[src/rtl/keyboard_ctrl.sv]
// ---------------------------------------------------------------------------
// keyboard_ctrl
//   Control stage between the PS/2 byte receiver and a 4-digit 7-segment
//   display. It decodes the scan-code byte stream:
//     make codes
//     F0 break prefix
//     E0 extended prefix
//   Each newly pressed key is recorded in a 4-entry history buffer. The
//   buffer is time-multiplexed onto a shared segment decoder.
//
// Ports
//   clk       in   1  system clock, rising edge
//   rst       in   1  synchronous reset, active-high
//   sc_valid  in   1  one-cycle strobe, sc holds a received byte
//   sc        in   8  received scan-code byte
//   num       out  8  scan code of the currently enabled digit
//   seg_en    out  4  digit enables, active-low, one-hot-low
//   new_key   out  1  one-cycle pulse the cycle after a push
// ---------------------------------------------------------------------------
module keyboard_ctrl #(
    parameter int REFRESH_DIV = 100000,
    parameter int TIMEOUT     = 2000000
) (
    input  logic       clk,
    input  logic       rst,
    input  logic       sc_valid,
    input  logic [7:0] sc,
    output logic [7:0] num,
    output logic [3:0] seg_en,
    output logic       new_key
);

    localparam int DIV_W = (REFRESH_DIV > 1) ? $clog2(REFRESH_DIV) : 1;
    localparam int TO_W  = (TIMEOUT > 1) ? $clog2(TIMEOUT) : 1;
    localparam logic [DIV_W-1:0] DIV_MAX = DIV_W'(REFRESH_DIV - 1);
    localparam logic [TO_W-1:0]  TO_MAX  = TO_W'(TIMEOUT - 1);

    localparam logic [7:0] CODE_BRK = 8'hF0;
    localparam logic [7:0] CODE_EXT = 8'hE0;

    typedef enum logic [1:0] {
        ST_IDLE    = 2'd0,
        ST_BREAK   = 2'd1,
        ST_EXT     = 2'd2,
        ST_EXT_BRK = 2'd3
    } state_t;

    state_t            r_state;
    logic [7:0]        r_held;
    logic [7:0]        r_buf [4];
    logic [TO_W-1:0]   r_to_cnt;
    logic              r_new_key;
    logic [DIV_W-1:0]  r_div;
    logic [1:0]        r_idx;
    logic [7:0]        r_num;
    logic [3:0]        r_seg_en;

    logic              w_push;
    logic              w_div_wrap;
    logic              w_to_hit;

    // Push decision: a fresh make code in IDLE that differs from the held key.
    always_comb begin
        w_push     = 1'b0;
        w_div_wrap = (r_div == DIV_MAX);
        w_to_hit   = (r_to_cnt == TO_MAX);
        if (sc_valid && (r_state == ST_IDLE) && (sc != CODE_BRK) &&
            (sc != CODE_EXT) && (sc != r_held)) begin
            w_push = 1'b1;
        end else begin
            w_push = 1'b0;
        end
    end

    // Scan-code decoder FSM with prefix timeout and new_key pulse.
    always_ff @(posedge clk) begin
        if (rst) begin
            r_state   <= ST_IDLE;
            r_held    <= 8'h00;
            r_to_cnt  <= '0;
            r_new_key <= 1'b0;
        end else begin
            r_new_key <= w_push;
            if (sc_valid) begin
                // Every consumed byte leaves or changes state, so the timer restarts.
                r_to_cnt <= '0;
                case (r_state)
                    ST_IDLE: begin
                        if (sc == CODE_BRK) begin
                            r_state <= ST_BREAK;
                        end else if (sc == CODE_EXT) begin
                            r_state <= ST_EXT;
                        end else begin
                            r_state <= ST_IDLE;
                            r_held  <= sc;
                        end
                    end
                    ST_BREAK: begin
                        r_state <= ST_IDLE;
                        if (sc == r_held) begin
                            r_held <= 8'h00;
                        end
                    end
                    ST_EXT: begin
                        r_state <= (sc == CODE_BRK) ? ST_EXT_BRK : ST_IDLE;
                    end
                    ST_EXT_BRK: begin
                        r_state <= ST_IDLE;
                    end
                    default: begin
                        r_state <= ST_IDLE;
                    end
                endcase
            end else if (r_state != ST_IDLE) begin
                // A prefix with no follow-up byte is abandoned.
                if (w_to_hit) begin
                    r_state  <= ST_IDLE;
                    r_to_cnt <= '0;
                end else begin
                    r_to_cnt <= r_to_cnt + TO_W'(1);
                end
            end else begin
                r_to_cnt <= '0;
            end
        end
    end

    // History buffer: newest code at entry 0, oldest falls off entry 3.
    always_ff @(posedge clk) begin
        if (rst) begin
            for (int i = 0; i < 4; i++) begin
                r_buf[i] <= 8'h00;
            end
        end else if (w_push) begin
            r_buf[3] <= r_buf[2];
            r_buf[2] <= r_buf[1];
            r_buf[1] <= r_buf[0];
            r_buf[0] <= sc;
        end
    end

    // Digit scan: refresh divider, digit index and registered display outputs.
    // num reloads from the buffer every cycle, so a push shows up without
    // waiting for the next digit advance.
    always_ff @(posedge clk) begin
        if (rst) begin
            r_div    <= '0;
            r_idx    <= 2'd0;
            r_seg_en <= 4'b1110;
            r_num    <= 8'h00;
        end else begin
            r_div    <= w_div_wrap ? '0 : (r_div + DIV_W'(1));
            r_idx    <= w_div_wrap ? (r_idx + 2'd1) : r_idx;
            r_seg_en <= ~(4'b0001 << r_idx);
            r_num    <= r_buf[r_idx];
        end
    end

    assign num     = r_num;
    assign seg_en  = r_seg_en;
    assign new_key = r_new_key;

endmodule

[config.mk]
export PLATFORM = sky130hd
export DESIGN_NAME = keyboard_ctrl
export DESIGN_NICKNAME = d
export VERILOG_FILES = /design/src/rtl/keyboard_ctrl.sv
export SDC_FILE = /design/constraint.sdc
export NUM_CORES = 1
export LEC_CHECK = 0
export ABC_AREA = 1
export CAP_MARGIN = 20
export CORE_MARGIN = 8
export CORE_UTILIZATION = 40
export DETAILED_ROUTE_END_ITERATION = 8
export GPL_TIMING_DRIVEN = 0
export SETUP_SLACK_MARGIN = 0.02
export SLEW_MARGIN = 20
export SYNTH_ARGS = -nofsm -noshare
export SYNTH_HDL_FRONTEND = slang
export SYNTH_SLANG_ARGS = --single-unit
[constraint.sdc]
create_clock -name clk -period 2.58 [get_ports clk]
set_input_delay 0.387 -clock clk [delete_from_list [all_inputs] [get_ports clk]]
set_output_delay 0.387 -clock clk [all_outputs]
set_load 0.005 [all_outputs]
==> summary.md <==
| Metric | Value |
|---|---|
| Status | completed |
| Post-CTS Repair Setup Buffers | 0 |
| Gr usage total | 11.6% |
| Most common cell in the netlist | nand2_1 |
| Nets | 561 |
| Setup ws final | 0.435 ns |
| Grt total ovfl | 0 |
| Clk slew on worst S/H paths | 0.09 ns |
| Syn Area/Cell | 8.62 µm² |
| Clk root buf | clkbuf_8 |
| RSZ-0062 raised after global routing | no |
| Die X | 121 µm |
| Vias in the first global route | 3,110 |
| Final Cycle Share | 83.1% |
| Final wirelength | 7870 µm |
| Synth area leaders | dfxtp_1, edfxtp_1, nand2_1, inv_1, a21oi_1 |
| Synth async-reset ratio | 0% |
| Min Clock Period, post-route | 2.14 ns |
| Leakage power | 1.82 nW |
| First-pass GRT wire length | 13,900 µm |
| Clock Path Buffers | 2 |
| Setup CP Type | in2reg |
| Clk_lat worst skew | 0.35 ns |
| Crit end category | register |
| Power Density | 575 nW/µm² |
| Number of synthesized register bits | 95 |
| Worst-Margin Slew | 0.744 ns |
| Ys Warns | 0 |
| Top_reg_cell synth | dfxtp_1 |
| Final Util | 46.5% |
| Final Power | 2.89 mW |
| Full die area | 14,600 µm² |
| Post-place setup slack | 0.0230 ns |
| Cell taking the most area after synthesis | dfxtp_1 |
| DRC | 0 |
| Max Cap Viol | 0 |
| Mapped Nets | 527 |
| Top-area cell type share of the netlist area | 28.7% |
| Htree depth | 3 |
| Slew Limit Fails | 0 |
| Total net switching power | 0.654 mW |
| Flop pwr share | 56.4% |
| CP Data Required Time | 2.57 ns |
| Post-synth EDFFs | 32 |
| Combinational fraction of design power | 6.9% |
| Fmax | 466 MHz |
| Ant diodes | 0 |
| Tightest Hold Check Type | reg2reg |
| Port Buf Inserts | 23 |
| Die H | 121 µm |
| Sequential-to-total area share from yosys stat | 50.5% |
| Net Sw Frac | 22.7% |
| Post-DP HPWL | 5630 µm |
| Final Hold Vio Count | 0 |
| Ports | 24 |
| Area growth syn-to-layout | 14.1% |
| Via count | 3,166 |
| Drt pass-1 iters | 4 |
| WP data arrival | 2.13 ns |
| WP buf/inv | 2 |
| Startpoint types | primary input |
| Crit-path slowest cell | nand2_2 |
| Crit path max-delay family | simple AND/OR/NAND/NOR gates |
| CTS Hold Buffers Added | 0 |
| Starting Density | 40.7% |
| Post-CTS Resized | 0 |
| VDD IR max | 0.231 mV |
| Internal Power | 2.23 mW |
| Gp weighted congestion | 0.823 |
| Maximum number of pins on one net before global-route repair | 33 |
| Share of cells above drive strength 1 | 13.7% |
| Number of CTS-inserted buffers | 9 |
| Critical Path, Cell by Cell | clkdlybuf4s50_1, inv_2, nand2_1, nor2_2, nand2_2, nand3_4, nor2_8, nand2_1, nand2_2 |
| 1st-iter DRT viols | 154 |
| Antenna violations before repair | 0 |
| Mapped Cells | 510 |
| Mapped cell area | 4400 µm² |
| Final setup violation count | 0 |
| Post-synth cell types | 35 |
| Synth cell count leaders | nand2_1, inv_1, dfxtp_1 |
| CP peak stage delay | 0.56 ns |
| Crit path max fanout | 32 |
| Setup Skew | 0.00897 ns |
| Wire per inst | 11.4 µm |
| # rows | 38 |
| Antenna Violating Nets Remaining | 0 |
| Core region area | 10,800 µm² |
| Max transition margin | 50.2% |
| Vias per cell | 4.60 |
| Clock power share | 36.8% |
| Clock Sinks | 95 |
| CTS tree | done |
==> worst register-to-register path: cells and delay by family, from the launching register on <==
family           cells  cell delay, ns
DFF                  1            0.34
and+or+nand+nor      5            1.24
==> flip-flops by register name (all words and copies together), names as in the netlist <==
name	flops
r_div	17
num	8
r_idx	2
seg_en	4
r_buf	32
r_to_cnt	21
new_key	1
r_state	2
r_held	8
==> area by class of cell <==
type,instances,area (µm²)
clock buffers,11,131
multi-input cells,329,1810
inverters,74,278
fillers,1040,5770
clock inverters,5,81.3
flip-flops and latches,95,2220
well taps,140,175
repair buffers,23,230
plain buffers,12,93.8
==> metrics by stage <==
step	hold WS (ns)	setup TNS, ns	cell area [µm²]	instances
after global placement	0.430	-12.71	4800	673
after global routing	0.473	0	5020	689
final	0.446	0	5020	689
after CTS	0.457	0	5020	689
after detailed placement	0.439	0	4810	673
after floorplan	0.417	0	4400	510
==> path summary, 6_finish.rpt <==
kind                                  from          end  slack, ns  depth (start not counted)
worst min-delay path              r_div[0]     r_div[0]       0.45                          1
worst max-delay path                 sc[2]  r_buf[3][4]       0.44                          9
worst min register to register    r_div[0]     r_div[0]       0.45                          1
worst max register to register  r_state[1]  r_buf[3][4]       0.62                          5
==> power by group through the flow <==
stage          clock network (mW)  registers, mW  logic (mW)
3_3_place_gp                    0           1.66       0.198
5_1_grt                      1.15           1.63       0.226
3_5_place_dp                    0           1.66       0.201
6_report                     1.06           1.63       0.198
2_1_floorplan                   0           1.66       0.132
4_1_cts                      1.10           1.63       0.202
==> per-layer routing <==
metal / track usage [%] / wire, µm
met1: 14.8 / 3920
met2: 18.0 / 3430
met3: 3.30 / 386
met4: 5.15 / 125
met5: 0 / 0
==> cells by family after synthesis <==
group	synth area share, %
AO/OA/AOI/OAI	7.37
adder cells (fa/ha/maj)	1.71
AND/OR/NAND/NOR	27.0
buffers and inverters	8.45
flip-flops	50.5
XOR/XNOR	4.98
==> placed cells by master, fill, tap and decap left out, types with 3 or more instances in the layout <==
cell type / Yosys / routed
nand2_1: 85 / 84
nor3b_1: 5 / 5
dfxtp_1: 63 / 63
nand3_1: 21 / 21
xor2_1: 13 / 13
clkbuf_8: 0 / 9
ha_1: 6 / 6
nor2_1: 56 / 56
inv_1: 66 / 66
nand4_1: 9 / 9
xnor2_1: 12 / 12
nor2_2: 26 / 26
nand2_2: 4 / 5
clkbuf_1: 4 / 6
edfxtp_1: 32 / 32
nor2_4: 8 / 8
o21ai_0: 20 / 20
nor3_1: 8 / 8
inv_2: 5 / 5
clkinv_1: 3 / 3
a21oi_1: 42 / 42
clkdlybuf4s50_1: 0 / 23
buf_6: 3 / 3
Power figures use the tool's default switching activity.
